===== src/rtl/rvfpm_commit_sched.sv =====
// In-order commit scheduler: holds speculative XIF instructions in a circular
// buffer until committed or killed, then hands committed ones to the FPU in issue order.
module rvfpm_commit_sched #(
  parameter  int DEPTH      = 4,
  parameter  int X_ID_WIDTH = 4,
  parameter  int INSTR_W    = 32,
  localparam int CNT_W      = $clog2(DEPTH+1)
) (
  input  logic                  ck,
  input  logic                  rst,
  input  logic                  in_valid,
  output logic                  in_ready,
  input  logic [INSTR_W-1:0]    in_instr,
  input  logic [X_ID_WIDTH-1:0] in_id,
  input  logic                  commit_valid,
  input  logic [X_ID_WIDTH-1:0] commit_id,
  input  logic                  commit_kill,
  output logic                  out_valid,
  input  logic                  out_ready,
  output logic [INSTR_W-1:0]    out_instr,
  output logic [X_ID_WIDTH-1:0] out_id,
  output logic [CNT_W-1:0]      occupancy,
  output logic [7:0]            kill_cnt,
  output logic                  unmatched_commit
);
  localparam int PW = $clog2(DEPTH);

  logic [INSTR_W-1:0]    instr_q [DEPTH];
  logic [X_ID_WIDTH-1:0] id_q    [DEPTH];
  logic [DEPTH-1:0]      vld_q, vld_d, cmt_q, cmt_d, kil_q, kil_d;
  logic [PW-1:0]         head_q, head_d, tail_q, tail_d;
  logic [CNT_W-1:0]      occ_q, occ_d;
  logic [7:0]            kill_cnt_q, kill_cnt_d;
  logic                  unm_q, unm_d;

  logic                  enq, hs, drop, pop, match, new_hit;
  logic [PW-1:0]         match_idx, scan_idx;

  assign in_ready  = occ_q < CNT_W'(DEPTH);
  assign enq       = in_valid & in_ready;
  assign drop      = vld_q[head_q] & kil_q[head_q];
  assign out_valid = vld_q[head_q] & cmt_q[head_q] & ~kil_q[head_q];
  assign hs        = out_valid & out_ready;
  assign pop       = drop | hs;

  assign out_instr        = instr_q[head_q];
  assign out_id           = id_q[head_q];
  assign occupancy        = occ_q;
  assign kill_cnt         = kill_cnt_q;
  assign unmatched_commit = unm_q;

  // Scan from head so the first hit is the oldest unresolved entry with this ID.
  always_comb begin
    match     = 1'b0;
    match_idx = '0;
    scan_idx  = '0;
    for (int k = 0; k < DEPTH; k++) begin
      scan_idx = head_q + PW'(k);
      if (!match && vld_q[scan_idx] && !cmt_q[scan_idx] && !kil_q[scan_idx] &&
          id_q[scan_idx] == commit_id) begin
        match     = 1'b1;
        match_idx = scan_idx;
      end
    end
  end

  // A commit only falls through to the incoming entry when nothing older claims it.
  assign new_hit = commit_valid & ~match & enq & (in_id == commit_id);

  always_comb begin
    vld_d      = vld_q;
    cmt_d      = cmt_q;
    kil_d      = kil_q;
    head_d     = head_q;
    tail_d     = tail_q;
    kill_cnt_d = kill_cnt_q;
    unm_d      = commit_valid & ~match & ~new_hit;
    if (commit_valid && match) begin
      if (commit_kill) kil_d[match_idx] = 1'b1;
      else             cmt_d[match_idx] = 1'b1;
    end
    if (enq) begin
      vld_d[tail_q] = 1'b1;
      cmt_d[tail_q] = new_hit & ~commit_kill;
      kil_d[tail_q] = new_hit & commit_kill;
      tail_d        = tail_q + PW'(1);
    end
    if (pop) begin
      vld_d[head_q] = 1'b0;
      head_d        = head_q + PW'(1);
    end
    if (drop && kill_cnt_q != 8'hFF) kill_cnt_d = kill_cnt_q + 8'd1;
    occ_d = occ_q + CNT_W'(enq) - CNT_W'(pop);
  end

  always_ff @(posedge ck) begin
    if (rst) begin
      vld_q      <= '0;
      cmt_q      <= '0;
      kil_q      <= '0;
      head_q     <= '0;
      tail_q     <= '0;
      occ_q      <= '0;
      kill_cnt_q <= '0;
      unm_q      <= 1'b0;
    end else begin
      vld_q      <= vld_d;
      cmt_q      <= cmt_d;
      kil_q      <= kil_d;
      head_q     <= head_d;
      tail_q     <= tail_d;
      occ_q      <= occ_d;
      kill_cnt_q <= kill_cnt_d;
      unm_q      <= unm_d;
    end
  end

  always_ff @(posedge ck) begin
    if (!rst && enq) begin
      instr_q[tail_q] <= in_instr;
      id_q[tail_q]    <= in_id;
    end
  end
endmodule


===== config.mk =====
export PLATFORM = sky130hd
export DESIGN_NAME = rvfpm_commit_sched
export DESIGN_NICKNAME = d
export VERILOG_FILES = /design/src/rtl/rvfpm_commit_sched.sv
export SDC_FILE = /design/constraint.sdc
export NUM_CORES = 1
export LEC_CHECK = 0
export BUFFER_PORTS_ARGS = -buffer_cell sky130_fd_sc_hd__buf_2
export CAP_MARGIN = 10
export CORE_ASPECT_RATIO = 0.5
export CORE_UTILIZATION = 52
export CTS_CLUSTER_DIAMETER = 150
export DETAILED_ROUTE_END_ITERATION = 10
export PLACE_DENSITY_LB_ADDON = 0.2
export SYNTH_ARGS = -nofsm -noshare
export SYNTH_HDL_FRONTEND = slang
export SYNTH_SLANG_ARGS = --single-unit
export TNS_END_PERCENT = 100

===== constraint.sdc =====
create_clock -name ck -period 3.7 [get_ports ck]
set_input_delay 0.185 -clock ck [delete_from_list [all_inputs] [get_ports ck]]
set_output_delay 0.185 -clock ck [all_outputs]
set_load 0.005 [all_outputs]

# After elaboration in Yosys (flattened, before gate mapping)
# Memories as Yosys holds them, arrays and structs flattened. A register that Yosys moved wholly into a read port is not among the register bits.
# Cells that the tools add are included.
[word_totals] n_memories=2 ramBits=144 word_cells=141 reg_bits=28 inputBits=46 output_inout_bits=50 latchBits=0 rom_bits=0
[mem_list] name="instr_q" words=4 word_bits=32 read_ports=1 rd_clocked_by_memory_dff=1 write_ports=1 line_no="28" rtl="logic [INSTR_W-1:0] instr_q [DEPTH];"
[mem_list] name="id_q" words=4 word_bits=4 read_ports=4 rd_clocked_by_memory_dff=1 write_ports=1 line_no="29" rtl="logic [X_ID_WIDTH-1:0] id_q [DEPTH];"
[op_classes] mul=0 n_div=0 eq_ne=6 n_shift=0 n_addsub=7 reduce_logical=33 order_cmp=10 mux=54 bitwise=21
[ops] op="two-way mux 4 bit" count=8
[ops] op="binary-select mux 1 bit (select 2 bit)" count=12
[ops] op="logical AND 1 bit" count=21
[ops] op="two-way mux 1 bit" count=21
[ops] op="== test 4 bit" count=5
[ops] op="less-than comparator 2 x 3 -> 1 bit, second input constant" count=6
[ops] op="two-way mux 2 bit" count=8
[ops] op="logical NOT 1 bit" count=12
[ops] op="bitwise OR 4 bit" count=3
[ops] op="AND 1 bit" count=11
[ops] op="adder 8 x 1 -> 8 bit, second input constant" count=1
[ops] op="bitwise mux 4 bit" count=2
[ops] op="inequality test 8 bit, second input constant" count=1
[ops] op="demux 1 bit (select 2 bit)" count=3
[ops] op=">= comparator 2 x 1 -> 1 bit, second input constant" count=3
[ops] op="adder 2 x 1 -> 2 bit, second input constant" count=2
[ops] op="adder 2 bit, second input constant" count=2
[ops] op="AND 4 bit" count=1
[ops] op="inverter 1 bit" count=4
[ops] op="inverter 4 bit" count=1
[ops] op="adder 3 x 1 -> 3 bit" count=1
[ops] op="less-than comparator 3 bit, second input constant" count=1
[ops] op="subtractor 3 x 1 -> 3 bit" count=1
[ops] op="bitwise OR 1 bit" count=1

# Longest topological paths before layout
[depth] depth_word=34 ltp_mapped=13 ltp_nobuf=11

# Worst setup path after synthesis
# No wires, ideal clock.
[synth_timing] kind="register -> register" from="reg head_q[1]" to="reg cmt_q[1]" t_arrival_ps=3531 path_buffers=2 required_ps=3625 stages_incl_launch_ff=13 setup_ps=75 setup_slack_ps=94 path_cell_list="dfxtp_1 -> clkbuf_1 -> inv_1 -> ha_1 -> buf_1 -> mux4_2 -> xnor2_1 -> nand2_1 -> nor3_2 -> nor4b_4 -> or3b_4 -> or3b_1 -> a22oi_2"
[synth_via] elab_chain_cells=34 elab_cells_between_ends=81 classes_between="add/sub (3); order compare (2); eq/ne (3); mux (38); bitwise (6); reduce/logical (28); memory (1)"
[synth_rtl] item="start: declaration" line_no="31" rtl="logic [PW-1:0] head_q, head_d, tail_q, tail_d;"
[synth_rtl] item="start signal: assignment" line_no="101" rtl="head_q <= '0;"
[synth_rtl] item="start signal: assignment" line_no="110" rtl="head_q <= head_d;"
[synth_rtl] item="binary-select mux 1 bit (select 2 bit)" line_no="59" rtl="if (!match && vld_q[scan_idx] && !cmt_q[scan_idx] && !kil_q[scan_idx] &&"
[synth_rtl] item="two-way mux 1 bit (not written as such)" line_no="59"
[synth_rtl] item="logical NOT 1 bit" line_no="59"
[synth_rtl] item="logical AND 1 bit (3 in a row)" line_no="59"
[synth_rtl] item="two-way mux 1 bit" line_no="59"
[synth_rtl] item="logical NOT 1 bit" line_no="59"
[synth_rtl] item="logical AND 1 bit (4 in a row)" line_no="59"
[synth_rtl] item="two-way mux 1 bit" line_no="59"
[synth_rtl] item="[... 13 more ...]"
[synth_rtl] item="logical AND 1 bit (not written as such)" line_no="80" rtl="else cmt_d[match_idx] = 1'b1;"
[synth_rtl] item="two-way mux 1 bit (not written as such)" line_no="80"
[synth_rtl] item="demux 1 bit (select 2 bit)" line_no="80"
[synth_rtl] item="bitwise OR 4 bit (no line)"
[synth_rtl] item="two-way mux 4 bit" line_no="79" rtl="if (commit_kill) kil_d[match_idx] = 1'b1;"
[synth_rtl] item="two-way mux 4 bit" line_no="78" rtl="if (commit_valid && match) begin"
[synth_rtl] item="bitwise mux 4 bit" line_no="84" rtl="cmt_d[tail_q] = new_hit & ~commit_kill;"
[synth_rtl] item="two-way mux 4 bit (*)" line_no="82" rtl="if (enq) begin"
[synth_rtl] item="end signal: assignment" line_no="108" rtl="cmt_q <= cmt_d;"
[synth_rtl] item="end: declaration" line_no="30" rtl="logic [DEPTH-1:0] vld_q, vld_d, cmt_q, cmt_d, kil_q, kil_d;"
# Mark *: on every way between the ends. The rest lies on a longest branch, timed or not. The select of a mux whose other input is x is not followed.
# A chain may end at the register's enable or synchronous reset.

# Worst setup path after layout
[layout_timing] from="reg head_q[0]" to="reg cmt_q[1]"
[layout_via] elab_cells_between_ends=81 classes_between="add/sub (3); order compare (2); eq/ne (3); mux (38); bitwise (6); reduce/logical (28); memory (1)"
[layout_lines] item="adder 2 bit (*)" line_no="58" rtl="scan_idx = head_q + PW'(k);"
[layout_lines] item="via scan_idx[0]" line_no="37" rtl="logic [PW-1:0] match_idx, scan_idx;"
[layout_lines] item="binary-select mux 1 bit (select 2 bit)" line_no="59"
[layout_lines] item="two-way mux 1 bit (not written as such)" line_no="59"
[layout_lines] item="logical AND 1 bit / logical NOT 1 bit (equally long branches)" line_no="59"
[layout_lines] item="logical AND 1 bit (3 in a row)" line_no="59"
[layout_lines] item="two-way mux 2 bit" line_no="59"
[layout_lines] item="less-than comparator 2 x 3 -> 1 bit (not written as such) / >= comparator 2 x 1 -> 1 bit (equally long branches)" line_no="80"
[layout_lines] item="logical AND 1 bit (not written as such)" line_no="80"
[layout_lines] item="two-way mux 1 bit (not written as such)" line_no="80"
[layout_lines] item="demux 1 bit (select 2 bit)" line_no="80"
[layout_lines] item="bitwise OR 4 bit (no line)"
[layout_lines] item="two-way mux 4 bit" line_no="79"
[layout_lines] item="two-way mux 4 bit" line_no="78"
[layout_lines] item="bitwise mux 4 bit" line_no="84"
[layout_lines] item="two-way mux 4 bit (*)" line_no="82"
# The timed path passes the listed nets; every way through them passes the cells marked *. The select of a mux whose other input is x is not followed.

==> metrics.md <==
| Metric | Value |
|---|---|
| Outcome | `finished clean` |
| Final nets | `approximately 620` |
| Number of max-cap violations | `0` |
| Internal cell power | `roughly 3.6 mW` |
| CP startpoint kind | `register` |
| Core area | `around 14000 sq um` |
| Cell variety after synth | `50` |
| Switch share | `27.1%` |
| Worst-path maximum fanout | `11` |
| Initial DRC count | `269` |
| Final setup violating endpoints | `0` |
| Die X | `171 microns` |
| Port Buffer Count | `95` |
| Simple-Gate Fraction of Synth Area | `under 10%` |
| Clk Tree Root Cell | `clkbuf_16` |
| Vias | `4138` |
| Post-synth EDFFs | `roughly 140` |
| Asr flop ratio synth | `0%` |
| Gr usage total | `a little over a fifth` |
| Largest family of logic cells by synthesized area | `multiplexers` |
| Fmax | `304 MHz` |
| Critical path's largest stage delay | `0.59 ns` |
| Area Overhead vs Synth | `22.4%` |
| Mux contribution to synthesized area | `roughly 17%` |
| Hold endpoint | `id_q[2][1]$_DFFE_PP_` |
| Worst R2R Start | `head_q[0]$_SDFFE_PP0N_` |
| Syn_nets | `482` |
| Final Cycle Share | `88.9%` |
| Post-route ant nets | `0` |
| Ranking of synthesized cells by area | `edfxtp_1 58%, mux4_2 14%, dfxtp_1 8.1%` |
| DR vias/cell | `approximately 5.4` |
| Synthesized instance count | `around 420` |
| Finished Layout Cells | `769` |
| Hold Crit Depth | `1` |
| Gate power share | `17.7%` |
| Worst Skew | `0.0149 ns` |
| CTS Buf Count | `17` |
| FP Rows | `30` |
| Crit path DAT | `3.64 ns` |
| Req. time, crit path | `4.05 ns` |
| Commonest non-fill, non-tap cell in the layout | `edfxtp_1` |
| Post_cts resized | `0` |
| Worst setup path start | `head_q[0]$_SDFFE_PP0N_` |
| Crit path max-delay family | `simple AND/OR/NAND/NOR gates` |
| Crit-path cells | `inv_2 -> ha_1 -> mux4_2 -> xnor2_1 -> nand2_1 -> nor3_2 -> nor4b_4 -> or3b_4 -> or3b_1 -> a22oi_2` |
| DP Wirelength | `8780 microns` |
| R2r setup slk | `0.41 ns` |
| CP Capture Type | `register` |
| Worst Setup Path Type | `register to register` |
| Ys flop type | `edfxtp_1` |
| Clock Latency Late Sink | `between 0.4 and 0.5 ns` |
| Buf+Inv Stages, Crit Path | `1` |
| CTS sink cnt | `about 170` |
| Routed wire length | `14100 microns` |
| Setup bufs post-CTS | `0` |
| Slew Viols, Final | `0` |
| Initial antenna violation count | `0` |
| Synth area leader | `edfxtp_1` |
| First-pass GRT wire length | `between 20000 and 25000 microns` |
| Fillcell total | `972` |
| Clk buf depth | `2` |
| RSZ-0062 raised after global routing | `false` |
| # diodes | `0` |
| DP Area | `8170 sq um` |
| Top-area cell type share of the netlist area | `58.1%` |
| Worst slew margin | `about a third` |
| Cell Area, Synth | `7440 sq um` |
| Avg Synthesized Cell Area | `between 15 and 20 sq um` |
| CTS tree | `yes` |
| Starting Density | `between 50% and 60%` |
| Die Area | `between 10000 and 15000 sq um` |
| Final Hold Vio Count | `0` |
| Worst-path clk slew | `about 0.070 ns` |
| Grt ovf | `0` |
| Worst R2R End | `cmt_q[1]$_SDFF_PP0_` |
| TNS Setup | `0 ns` |
| Most frequent cells in the layout | `144 x edfxtp_1, 95 x buf_2, 47 x mux4_2` |
| Post-synthesis sequential area ratio | `66.2%` |
| Vias in the first global route | `roughly 4200` |
| Synth Register Bits | `approximately 170` |
| Psw | `1.35 mW` |
| Post-route DRC | `0` |
| Inst Count DP | `~700` |
| Minimum clock period after layout | `~3.3 ns` |
| I/O pin count | `96` |
| R2R cell count | `10` |
| Slew @ Worst Pin | `between 1 and 1.5 ns` |
| CP max-delay cell | `ha_1` |
| 1st-pass router iterations | `4` |
| Hold Crit Class | `input pin to register` |
| Largest net degree at the start of global routing | `37` |
| Fraction of layout cells with a size suffix above 1 | `about a third` |
| DR WL/cell | `18.4 microns` |
| Post-route cell area | `slightly above 9000 sq um` |
| Clk pwr share | `between 30% and 40%` |
| P_leak | `approximately 3.2 nW` |
| Synthesis Warnings | `0` |
| Worst hold start | `in_id[1]` |
| RD Place Congestion | `0.888` |
| Post-synthesis compound-gate area fraction | `under 10%` |
| PD cells | `about 550 nW/um^2` |
| CTS Hold Bufs | `35` |
| Die Height | `just under 90 microns` |
| Peak VDD IR | `0.352 mV` |
| H-tree lvl count | `4` |
| Post-Synth Adder-Cell Area | `under 10%` |
| Seq pwr share | `46.7%` |
| Post-Synth XOR/XNOR Area | `under 10%` |
## sequential cells by signal (all words and copies together) (netlist names), named ones only
signal,cells
id_q,16
kill_cnt,8
instr_q,128
tail_q,2
kil_q,4
unmatched_commit,1
head_q,2
occupancy,3
cmt_q,4
vld_q,4
## worst reg2reg max path: cells and delay by family (launching register included)
kind	cells	cell delay, ns
flops	1	0.34
fa+ha+maj	1	0.59
mux	1	0.58
compound gates	1	0.14
buf+inv	1	0.08
simple gates	5	1.34
xor+xnor	1	0.16
## layer usage
| layer | up-vias | global-route usage, % | part of all wire [%] |
|---|---|---|---|
| li1 | 1962 | - | - |
| met1 | 2071 | 29.1 | 47 |
| met2 | 97 | 33.4 | 48 |
| met3 | 8 | 3.93 | 4.8 |
| met4 | 0 | 7.55 | 0.63 |
| met5 | - | 0 | 0 |
## power groups by stage
stage          Combinational (mW)  Sequential (mW)  Clock (mW)
4_1_cts                     0.899             2.32        1.80
5_1_grt                     0.971             2.34        1.87
3_5_place_dp                0.865             2.37           0
6_report                    0.883             2.32        1.77
3_3_place_gp                0.859             2.36           0
2_1_floorplan               0.613             2.34           0
## cell families after synthesis
family,Yosys count
mux,58
buf+inv,32
simple gates,77
fa+ha+maj,12
compound gates,38
xor+xnor,33
flops,174
## through the flow
step	hold slack, ns	setup slack (ns)	total power, mW	util (%)
6_report	0.0378	0.410	4.98	66.3
5_1_grt	0.0403	0.112	5.18	66.3
4_1_cts	0.0194	0.385	5.02	66.3
3_5_place_dp	0.402	0.404	3.23	59.5
3_3_place_gp	0.401	0.453	3.22	59.5
2_1_floorplan	0.284	0.0941	2.95	-
## synth_stat cells, types with 2 or more instances
library cell  count
o21ai_0           6
or3_1             4
mux4_1            4
and2_1            3
a211oi_1          3
o21a_1            3
buf_1             6
mux4_2           47
clkbuf_1         13
or3b_1            3
xor2_1           12
nor3_1            4
nand4_1           2
edfxtp_1        144
nor2_1           19
ha_1             11
and3_1            4
nor2b_1           4
xnor2_1          21
or3b_4            3
o31a_1            2
nand2_1          11
nand3_1          10
inv_1            10
dfxtp_1          30
nand3b_1          2
mux2i_1           7
a21oi_1          14
## layout make-up
| cell class | count | area, sq um | share of cell area, % |
|---|---|---|---|
| timing repair buffer | 142 | 916 | 10.1 |
| tap | 192 | 240 | 2.64 |
| clock inverter | 14 | 160 | 1.76 |
| clock buffer | 18 | 429 | 4.71 |
| sequential | 174 | 4930 | 54.1 |
| multi-input combinational | 218 | 2390 | 26.3 |
| inverter | 11 | 41.3 | 0.453 |
## worst max path at each step
stage | slack (ns) | depth (start not counted) | to
after global placement | 0.45 | 10 | cmt_q[1]$_SDFF_PP0_
after CTS | 0.39 | 10 | cmt_q[1]$_SDFF_PP0_
after floorplan | 0.09 | 12 | cmt_q[1]$_SDFF_PP0_
final | 0.41 | 10 | cmt_q[1]$_SDFF_PP0_
after detailed placement | 0.40 | 10 | cmt_q[1]$_SDFF_PP0_
after global routing | 0.11 | 10 | cmt_q[1]$_SDFF_PP0_
Power figures use the tool's default switching activity.
